File: src/rtl/bt_uart_pkg.sv
// Shared constants and FSM state type for the Bluetooth UART receiver.
// BT_UART_PARITY_EN adds the PARITY state (8E1 frame); otherwise 8N1.
package bt_uart_pkg;

   localparam int OVERSAMPLE = 16;
   localparam int MID_SAMPLE = 8;
   localparam int DATA_BITS  = 8;

`ifdef BT_UART_PARITY_EN
   typedef enum logic [2:0] {
      ST_IDLE, ST_START, ST_DATA, ST_PARITY, ST_STOP, ST_WAIT_HIGH
   } state_e;
`else
   typedef enum logic [2:0] {
      ST_IDLE, ST_START, ST_DATA, ST_STOP, ST_WAIT_HIGH
   } state_e;
`endif

endpackage

File: src/rtl/bt_baud_tick.sv
// 16x oversample tick generator: one-clk tick every CLK_DIV clocks while en,
// counter parked at zero when disabled so the first tick is a full period away.
module bt_baud_tick #(
   parameter int unsigned CLK_DIV = 27
) (
   input  logic clk,
   input  logic rstn,
   input  logic en,
   output logic tick
);

   localparam int unsigned   CW   = $clog2(CLK_DIV);
   localparam logic [CW-1:0] LAST = CW'(CLK_DIV - 1);

   logic [CW-1:0] cnt_q;
   logic [CW-1:0] cnt_d;

   always_comb begin
      cnt_d = cnt_q + CW'(1);
      if (!en || (cnt_q == LAST)) begin
         cnt_d = '0;
      end
   end

   always_ff @(posedge clk or negedge rstn) begin
      if (!rstn) begin
         cnt_q <= '0;
      end else begin
         cnt_q <= cnt_d;
      end
   end

   assign tick = en && (cnt_q == LAST);

endmodule

File: src/rtl/bt_uart_rx.sv
// Oversampling UART receiver for a Bluetooth module link, mid-bit sampling.
// Define BT_UART_PARITY_EN for start/8 data/even parity/stop; default is 8N1.
module bt_uart_rx
   import bt_uart_pkg::*;
#(
   parameter int unsigned CLK_DIV = 27
) (
   input  logic       clk,
   input  logic       rstn,
   input  logic       rx,
   output logic [7:0] data_rx,
   output logic       rxrdy,
   output logic       framing_err,
   output logic       parity_err
);

   localparam int TW = $clog2(OVERSAMPLE);
   localparam int BW = $clog2(DATA_BITS);

   logic                 sync1_q, sync2_q, prev_q;
   state_e               state_q, state_d;
   logic [TW-1:0]        tcnt_q, tcnt_d;
   logic [BW-1:0]        bidx_q, bidx_d;
   logic [DATA_BITS-1:0] shreg_q, shreg_d;
   logic [7:0]           data_q, data_d;
   logic                 rxrdy_q, rxrdy_d;
   logic                 ferr_q, ferr_d;
   logic                 tick, mid;
`ifdef BT_UART_PARITY_EN
   logic                 perr_q, perr_d;
   logic                 pbad_q, pbad_d;
`endif

   bt_baud_tick #(.CLK_DIV(CLK_DIV)) u_tick (
      .clk  (clk),
      .rstn (rstn),
      .en   (state_q != ST_IDLE),
      .tick (tick)
   );

   // The 8th tick after each bit boundary is the bit centre; tcnt wraps every bit.
   assign mid = tick && (tcnt_q == TW'(MID_SAMPLE - 1));

   always_comb begin
      state_d = state_q;
      tcnt_d  = tick ? tcnt_q + TW'(1) : tcnt_q;
      bidx_d  = bidx_q;
      shreg_d = shreg_q;
      data_d  = data_q;
      rxrdy_d = 1'b0;
      ferr_d  = 1'b0;
`ifdef BT_UART_PARITY_EN
      perr_d  = 1'b0;
      pbad_d  = pbad_q;
`endif
      case (state_q)
         ST_IDLE: begin
            tcnt_d = '0;
            if (prev_q && !sync2_q) begin
               state_d = ST_START;
            end
         end
         ST_START: begin
            if (mid) begin
               state_d = sync2_q ? ST_IDLE : ST_DATA;
               bidx_d  = '0;
            end
         end
         ST_DATA: begin
            if (mid) begin
               shreg_d = {sync2_q, shreg_q[DATA_BITS-1:1]};
               bidx_d  = bidx_q + BW'(1);
               if (bidx_q == BW'(DATA_BITS - 1)) begin
`ifdef BT_UART_PARITY_EN
                  state_d = ST_PARITY;
`else
                  state_d = ST_STOP;
`endif
               end
            end
         end
`ifdef BT_UART_PARITY_EN
         ST_PARITY: begin
            if (mid) begin
               pbad_d  = sync2_q ^ (^shreg_q);
               state_d = ST_STOP;
            end
         end
`endif
         ST_STOP: begin
            if (mid) begin
               if (!sync2_q) begin
                  ferr_d  = 1'b1;
                  state_d = ST_WAIT_HIGH;
`ifdef BT_UART_PARITY_EN
                  perr_d  = pbad_q;
               end else if (pbad_q) begin
                  perr_d  = 1'b1;
                  state_d = ST_IDLE;
`endif
               end else begin
                  data_d  = shreg_q;
                  rxrdy_d = 1'b1;
                  state_d = ST_IDLE;
               end
            end
         end
         ST_WAIT_HIGH: begin
            // A held-low line (break) must return high before a new start edge counts.
            if (sync2_q) begin
               state_d = ST_IDLE;
            end
         end
         default: state_d = ST_IDLE;
      endcase
   end

   always_ff @(posedge clk or negedge rstn) begin
      if (!rstn) begin
         sync1_q <= 1'b1;
         sync2_q <= 1'b1;
         prev_q  <= 1'b1;
         state_q <= ST_IDLE;
         tcnt_q  <= '0;
         bidx_q  <= '0;
         shreg_q <= '0;
         data_q  <= 8'h00;
         rxrdy_q <= 1'b0;
         ferr_q  <= 1'b0;
`ifdef BT_UART_PARITY_EN
         perr_q  <= 1'b0;
         pbad_q  <= 1'b0;
`endif
      end else begin
         sync1_q <= rx;
         sync2_q <= sync1_q;
         prev_q  <= sync2_q;
         state_q <= state_d;
         tcnt_q  <= tcnt_d;
         bidx_q  <= bidx_d;
         shreg_q <= shreg_d;
         data_q  <= data_d;
         rxrdy_q <= rxrdy_d;
         ferr_q  <= ferr_d;
`ifdef BT_UART_PARITY_EN
         perr_q  <= perr_d;
         pbad_q  <= pbad_d;
`endif
      end
   end

   assign data_rx     = data_q;
   assign rxrdy       = rxrdy_q;
   assign framing_err = ferr_q;
`ifdef BT_UART_PARITY_EN
   assign parity_err  = perr_q;
`else
   assign parity_err  = 1'b0;
`endif

endmodule

File: config.mk
export PLATFORM = sky130hd
export DESIGN_NAME = bt_uart_rx
export DESIGN_NICKNAME = d
export VERILOG_FILES = /design/src/rtl/bt_uart_pkg.sv /design/src/rtl/bt_baud_tick.sv /design/src/rtl/bt_uart_rx.sv
export SDC_FILE = /design/constraint.sdc
export NUM_CORES = 1
export LEC_CHECK = 0
export CORE_UTILIZATION = 30
export CTS_CLUSTER_SIZE = 25
export DETAILED_ROUTE_END_ITERATION = 8
export MAX_ROUTING_LAYER = met4
export PLACE_DENSITY_LB_ADDON = 0.2
export SYNTH_ARGS = -nofsm -noshare
export SYNTH_HDL_FRONTEND = slang
export SYNTH_HIERARCHICAL = 1
export SYNTH_SLANG_ARGS = --single-unit
export TNS_END_PERCENT = 100
File: constraint.sdc
create_clock -name clk -period 2.6 [get_ports clk]
set_input_delay 0.52 -clock clk [delete_from_list [all_inputs] [get_ports clk]]
set_output_delay 0.52 -clock clk [all_outputs]
set_load 0.01 [all_outputs]
# After elaboration in Yosys (flattened, before gate mapping)
# Index checks and enable logic that the tools add are counted.
[totals]
regBits = 36
in_bits = 3
output_inout_bits = 11
wordCells = 62
[op_classes]
n_addsub = 3
n_eq_ne = 13
n_mux = 21
reduce_logical = 14
[op_table]
columns = ["operator", "count"]
rows = [
  ["$mux 3", 9],
  ["$pmux 3 s5", 1],
  ["$ne 2x2->1 const B", 6],
  ["$mux 4", 2],
  ["$eq 3x2->1 const B", 2],
  ["$eq 3x3->1 const B", 2],
  ["$mux 1", 6],
  ["$pmux 3 s2", 1],
  ["$reduce_and 3->1", 2],
  ["$reduce_and 6->1", 1],
  ["$add 5x1->5 const B", 1],
  ["$eq 5x5->1 const B", 1],
  ["$mux 5", 1],
  ["$add 4x1->4 const B", 1],
  ["$eq 4x3->1 const B", 1],
  ["$reduce_bool 2->1", 2],
  ["$add 3x1->3 const B", 1],
  ["$eq 3x1->1 const B", 1],
  ["$logic_and 1x1->1", 3],
  ["$logic_not 3->1", 1],
  ["$reduce_bool 3->1", 1],
  ["$logic_not 1->1", 2],
  ["$mux 2", 1],
  ["$reduce_and 2->1", 1],
  ["$logic_or 1x1->1", 1],
]

# Longest topological paths before layout
[depth]
ltp_word = 5
ltp_mapped = 10
ltp_nobuf = 7

# By module
# Netlist, hierarchy kept.
[modules_own_cells]
columns = ["module", "instances", "cells_each", "area_per_inst_um2", "seq_area_each_um2"]
rows = [
  ["bt_uart_rx", 1, 99, 1318.8, 779.5],
  ["bt_baud_tick", 1, 23, 275.3, 125.1],
]

# Worst setup path after synthesis
# OpenSTA, ideal clock, no wires.
[synth_path]
kind = "flip-flop to flip-flop"
startpoint = "register state_q[0]"
endpoint = "register shreg_q[0]"
setup_ns = 0.125
arrival_time_ns = 2.079
t_required_ns = 2.475
setup_slack_ns = 0.397
path_stages_with_launch = 10
path_buffers = 3
synth_period_minus_slack_ns = 2.203
path_cell_list = "dfrtp_1 clkbuf_1 nor3_1 inv_1 and2_1 buf_6 and4b_1 buf_6 nand3_4 mux2_2"
[synth_via]
elab_chain_len = 4
word_cells_on_any_way = 5
[synth_lines]
columns = ["element", "line_no", "source"]
rows = [
  ["start, declared", "bt_uart_rx.sv:21", "state_e state_q, state_d;"],
  ["start signal, assigned", "bt_uart_rx.sv:138", "state_q <= state_d;"],
  ["$reduce_bool 3->1", "bt_uart_rx.sv:37", ".en (state_q != ST_IDLE),"],
  ["$logic_and 1x1->1", "bt_baud_tick.sv:33", "assign tick = en && (cnt_q == LAST);"],
  ["net tick", "bt_uart_rx.sv:28", "logic tick, mid;"],
  ["$logic_and 1x1->1", "bt_uart_rx.sv:42", "assign mid = tick && (tcnt_q == TW'(MID_SAMPLE - 1));"],
  ["$reduce_and 2->1 (no source line)", "--", ""],
  ["end signal, assigned", "bt_uart_rx.sv:141", "shreg_q <= shreg_d;"],
  ["end, declared", "bt_uart_rx.sv:24", "logic [DATA_BITS-1:0] shreg_q, shreg_d;"],
]
# The timed path passes the listed nets, and every way through them passes these cells.
# A chain may end at the register's enable or synchronous reset.

# Final worst setup path
[layout_path]
startpoint = "register u_tick.cnt_q[0]"
endpoint = "register data_q[0] (netlist: data_rx[0])"
[layout_via]
elab_chain_len = 4
[layout_lines]
columns = ["element", "line_no", "source"]
rows = [
  ["start, declared", "bt_baud_tick.sv:15", "logic [CW-1:0] cnt_q;"],
  ["start signal, assigned", "bt_baud_tick.sv:29", "cnt_q <= cnt_d;"],
  ["$eq 5x5->1", "bt_baud_tick.sv:33", ""],
  ["$logic_and 1x1->1", "bt_baud_tick.sv:33", ""],
  ["net tick", "bt_uart_rx.sv:28", ""],
  ["$logic_and 1x1->1", "bt_uart_rx.sv:42", ""],
  ["$reduce_and 3->1 (no source line)", "--", ""],
  ["end signal, assigned", "bt_uart_rx.sv:142", "data_q <= data_d;"],
  ["end, declared", "bt_uart_rx.sv:25", "logic [7:0] data_q, data_d;"],
]
# The timed path passes the listed nets, and every way through them passes these cells.

==> results.cfg <==
[run_status]
status = completed

[synth]
synth_area_leader_cell = dfrtp_1
yosysMostFrequentCell = dfrtp_1
synth_commonest_cells = dfrtp_1 (33), mux2_2 (17), nor2_1 (8)
synthCells = 122
ys_seq_area_share_pct = 56.8
synthTopCellsByArea = dfrtp_1 (52%), mux2_2 (12%), dfstp_2 (4.9%)
yosys_register_bits = 36
ys_warn_count = 6
postSynthAreaPerCell_sq_um = 13.1
synth_fp_nets = 130
yosys_most_used_dff = dfrtp_1
synth-edff-count = 0
yosysUniqueCellTypes = 34
synth_top_area_share_pct = 51.8
async_flop_share_pct = 100
syn_area_sq_um = 1590

[placement]
hpwlAfterDp_um = 1790
io_buffer_count = 12
place.gp.congestion = 0.761
dp.cells = 199

[sta]
final-max-slew-violation-count = 0
rsz0062_at_grt = no
post-route-min-period_ns = 2.39
setup-tns-final_ns = 0
final.setup_skew_ns = 0.00715
setup_viol = 0
finalHoldViolCount = 0
min_period_over_period_pct = 91.8
fmax_mhz = 419

[cells_and_area]
diodes = 0
fin_util_pct = 36.6
syn_to_final_growth_pct = 17.1
final_cells = 207
drive_above_1_share_pct = 24.8
n_fill_cell = 507
nNetsFinal = 144

[critical_path]
end_kind = register
cpPeakStageDelay_ns = 0.42
crit_chain = inv_1 -> ha_1 -> and4b_1 -> and2_1 -> nand4b_1 -> nor2_4 -> mux2_2
cp_slowest_cell = dfrtp_1
crit_family = simple AND/OR/NAND/NOR gates
path_class = reg -> reg
critPathArrivalTime_ns = 2.56
start_kind = register
required_ns = 2.77
path_max_fanout = 9
critPathBufInv = 1

[die]
die_h_um = 74.9
io_pins = 14
die_area_sq_um = 5610
core_area_sq_um = 5110
fp-row-count = 26
dieWidth_um = 74.9
start_util_pct = 31.2

[drt]
drt_pre_antenna_iters = 4
num_vias = 968
routedWlPerCell_um = 12.6
ant_nets = 0
drt_iter0_drc = 15
drc_errors = 0
wirelength_um = 2600
vias_per_cell = 4.68

[power]
vdd_drop_max_v = 0.000413
p_per_area_nw_per_um2 = 673
leakagePower_nw = 0.851

[clock_network]
numCtsBuffers = 5
clockBufferDepth = 2
htree_num_levels = 2
clk_pin_slew_ns = 0.07
post-cts-setup-buffer-count = 0
cts_tree = done
clkSinkCount = 36
post_cts_resized = 0
hold_buffers = 0
root_buffer = clkbuf_8
insertion_delay_ns = 0.28

[grt]
track_usage_pct = 11.0
grt_pass1_wl_um = 4310
gr-total-overflow = 0
antenna_found_initial = 0
grt_pass1_vias = 967
grt_max_degree = 37

[job]
drv_cap = 0

[min_path]
min_path_type = reg -> reg
==> sequential cells by signal, summed over array words and instances (netlist names) <==
register / cells
u_tick/cnt_q: 5
shreg_q: 8
sync2_q: 1
state_q: 3
bidx_q: 3
rxrdy: 1
tcnt_q: 4
framing_err: 1
sync1_q: 1
prev_q: 1
data_rx: 8
==> layout make-up <==
cell class	count	area, sq um	area share [%]
Clock buffer	6	72.6	3.89
Sequential cell	36	905	48.5
Timing Repair Buffer	14	135	7.24
Multi-Input combinational cell	77	624	33.4
Clock inverter	2	35.0	1.88
Inverter	2	7.51	0.402
Tap cell	70	87.6	4.69
==> power by group <==
part | switching (W) | internal (W) | total, W
Sequential | 0.0000480 | 0.000602 | 0.000650
Combinational | 0.0000700 | 0.0000621 | 0.000132
Clock | 0.000189 | 0.000284 | 0.000474
==> worst paths after layout <==
check	from	endpoint	slack, ns	cells past startpoint
worst min register to register	sync1_q	sync2_q	0.36	0
max in group asynchronous	rstn	sync2_q	1.59	2
worst min-delay path	sync1_q	sync2_q	0.36	0
worst max-delay path	u_tick/cnt_q[0]	data_rx[0]	0.21	7
min in group asynchronous	rstn	bidx_q[0]	0.65	2
worst max register to register	u_tick/cnt_q[0]	data_rx[0]	0.21	7
==> cell families after synthesis <==
| family | synth area share [%] |
|---|---|
| XOR/XNOR | 2.20 |
| flip-flops | 56.8 |
| other | 0.235 |
| AND/OR/NAND/NOR | 14.9 |
| multiplexers | 12.6 |
| AO/OA/AOI/OAI | 5.26 |
| adder cells (fa/ha/maj) | 3.92 |
| buffers and inverters | 4.08 |
==> layout by cell type, fill, tap and decap left out, types with 2 or more instances in the layout <==
cell type,n
nor2_1,8
dfstp_2,3
xor2_1,2
and4b_1,2
and4_1,2
inv_1,2
dfrtp_1,33
clkbuf_8,5
nor3_1,2
nand4b_1,3
clkdlybuf4s50_1,12
nor3b_1,3
nor4_2,2
nand2_1,4
buf_4,2
ha_1,5
o21ai_0,5
nand3_1,3
mux2_2,17
o31ai_1,2
a21oi_1,4
xnor2_1,2
==> metrics by stage <==
step                cell area (sq um)  setup WS, ns  hold slack (ns)  total power (W)
floorplan                        1590         0.397            0.224         0.000742
global placement                 1760         0.292            0.347         0.000773
detailed placement               1760         0.223            0.349         0.000791
CTS                              1870         0.188            0.359          0.00128
global route                     1870        0.0183            0.362          0.00133
finish                           1870         0.212            0.357          0.00126
==> per-layer routing <==
metal	track usage, %	vias up	wire length, um
li1	-	456	-
met1	12.7	492	1230
met3	4.02	7	79
met2	16.3	13	1240
met4	6.50	0	50
met5	-	-	0
No activity file was read; power rests on OpenSTA's default activity.
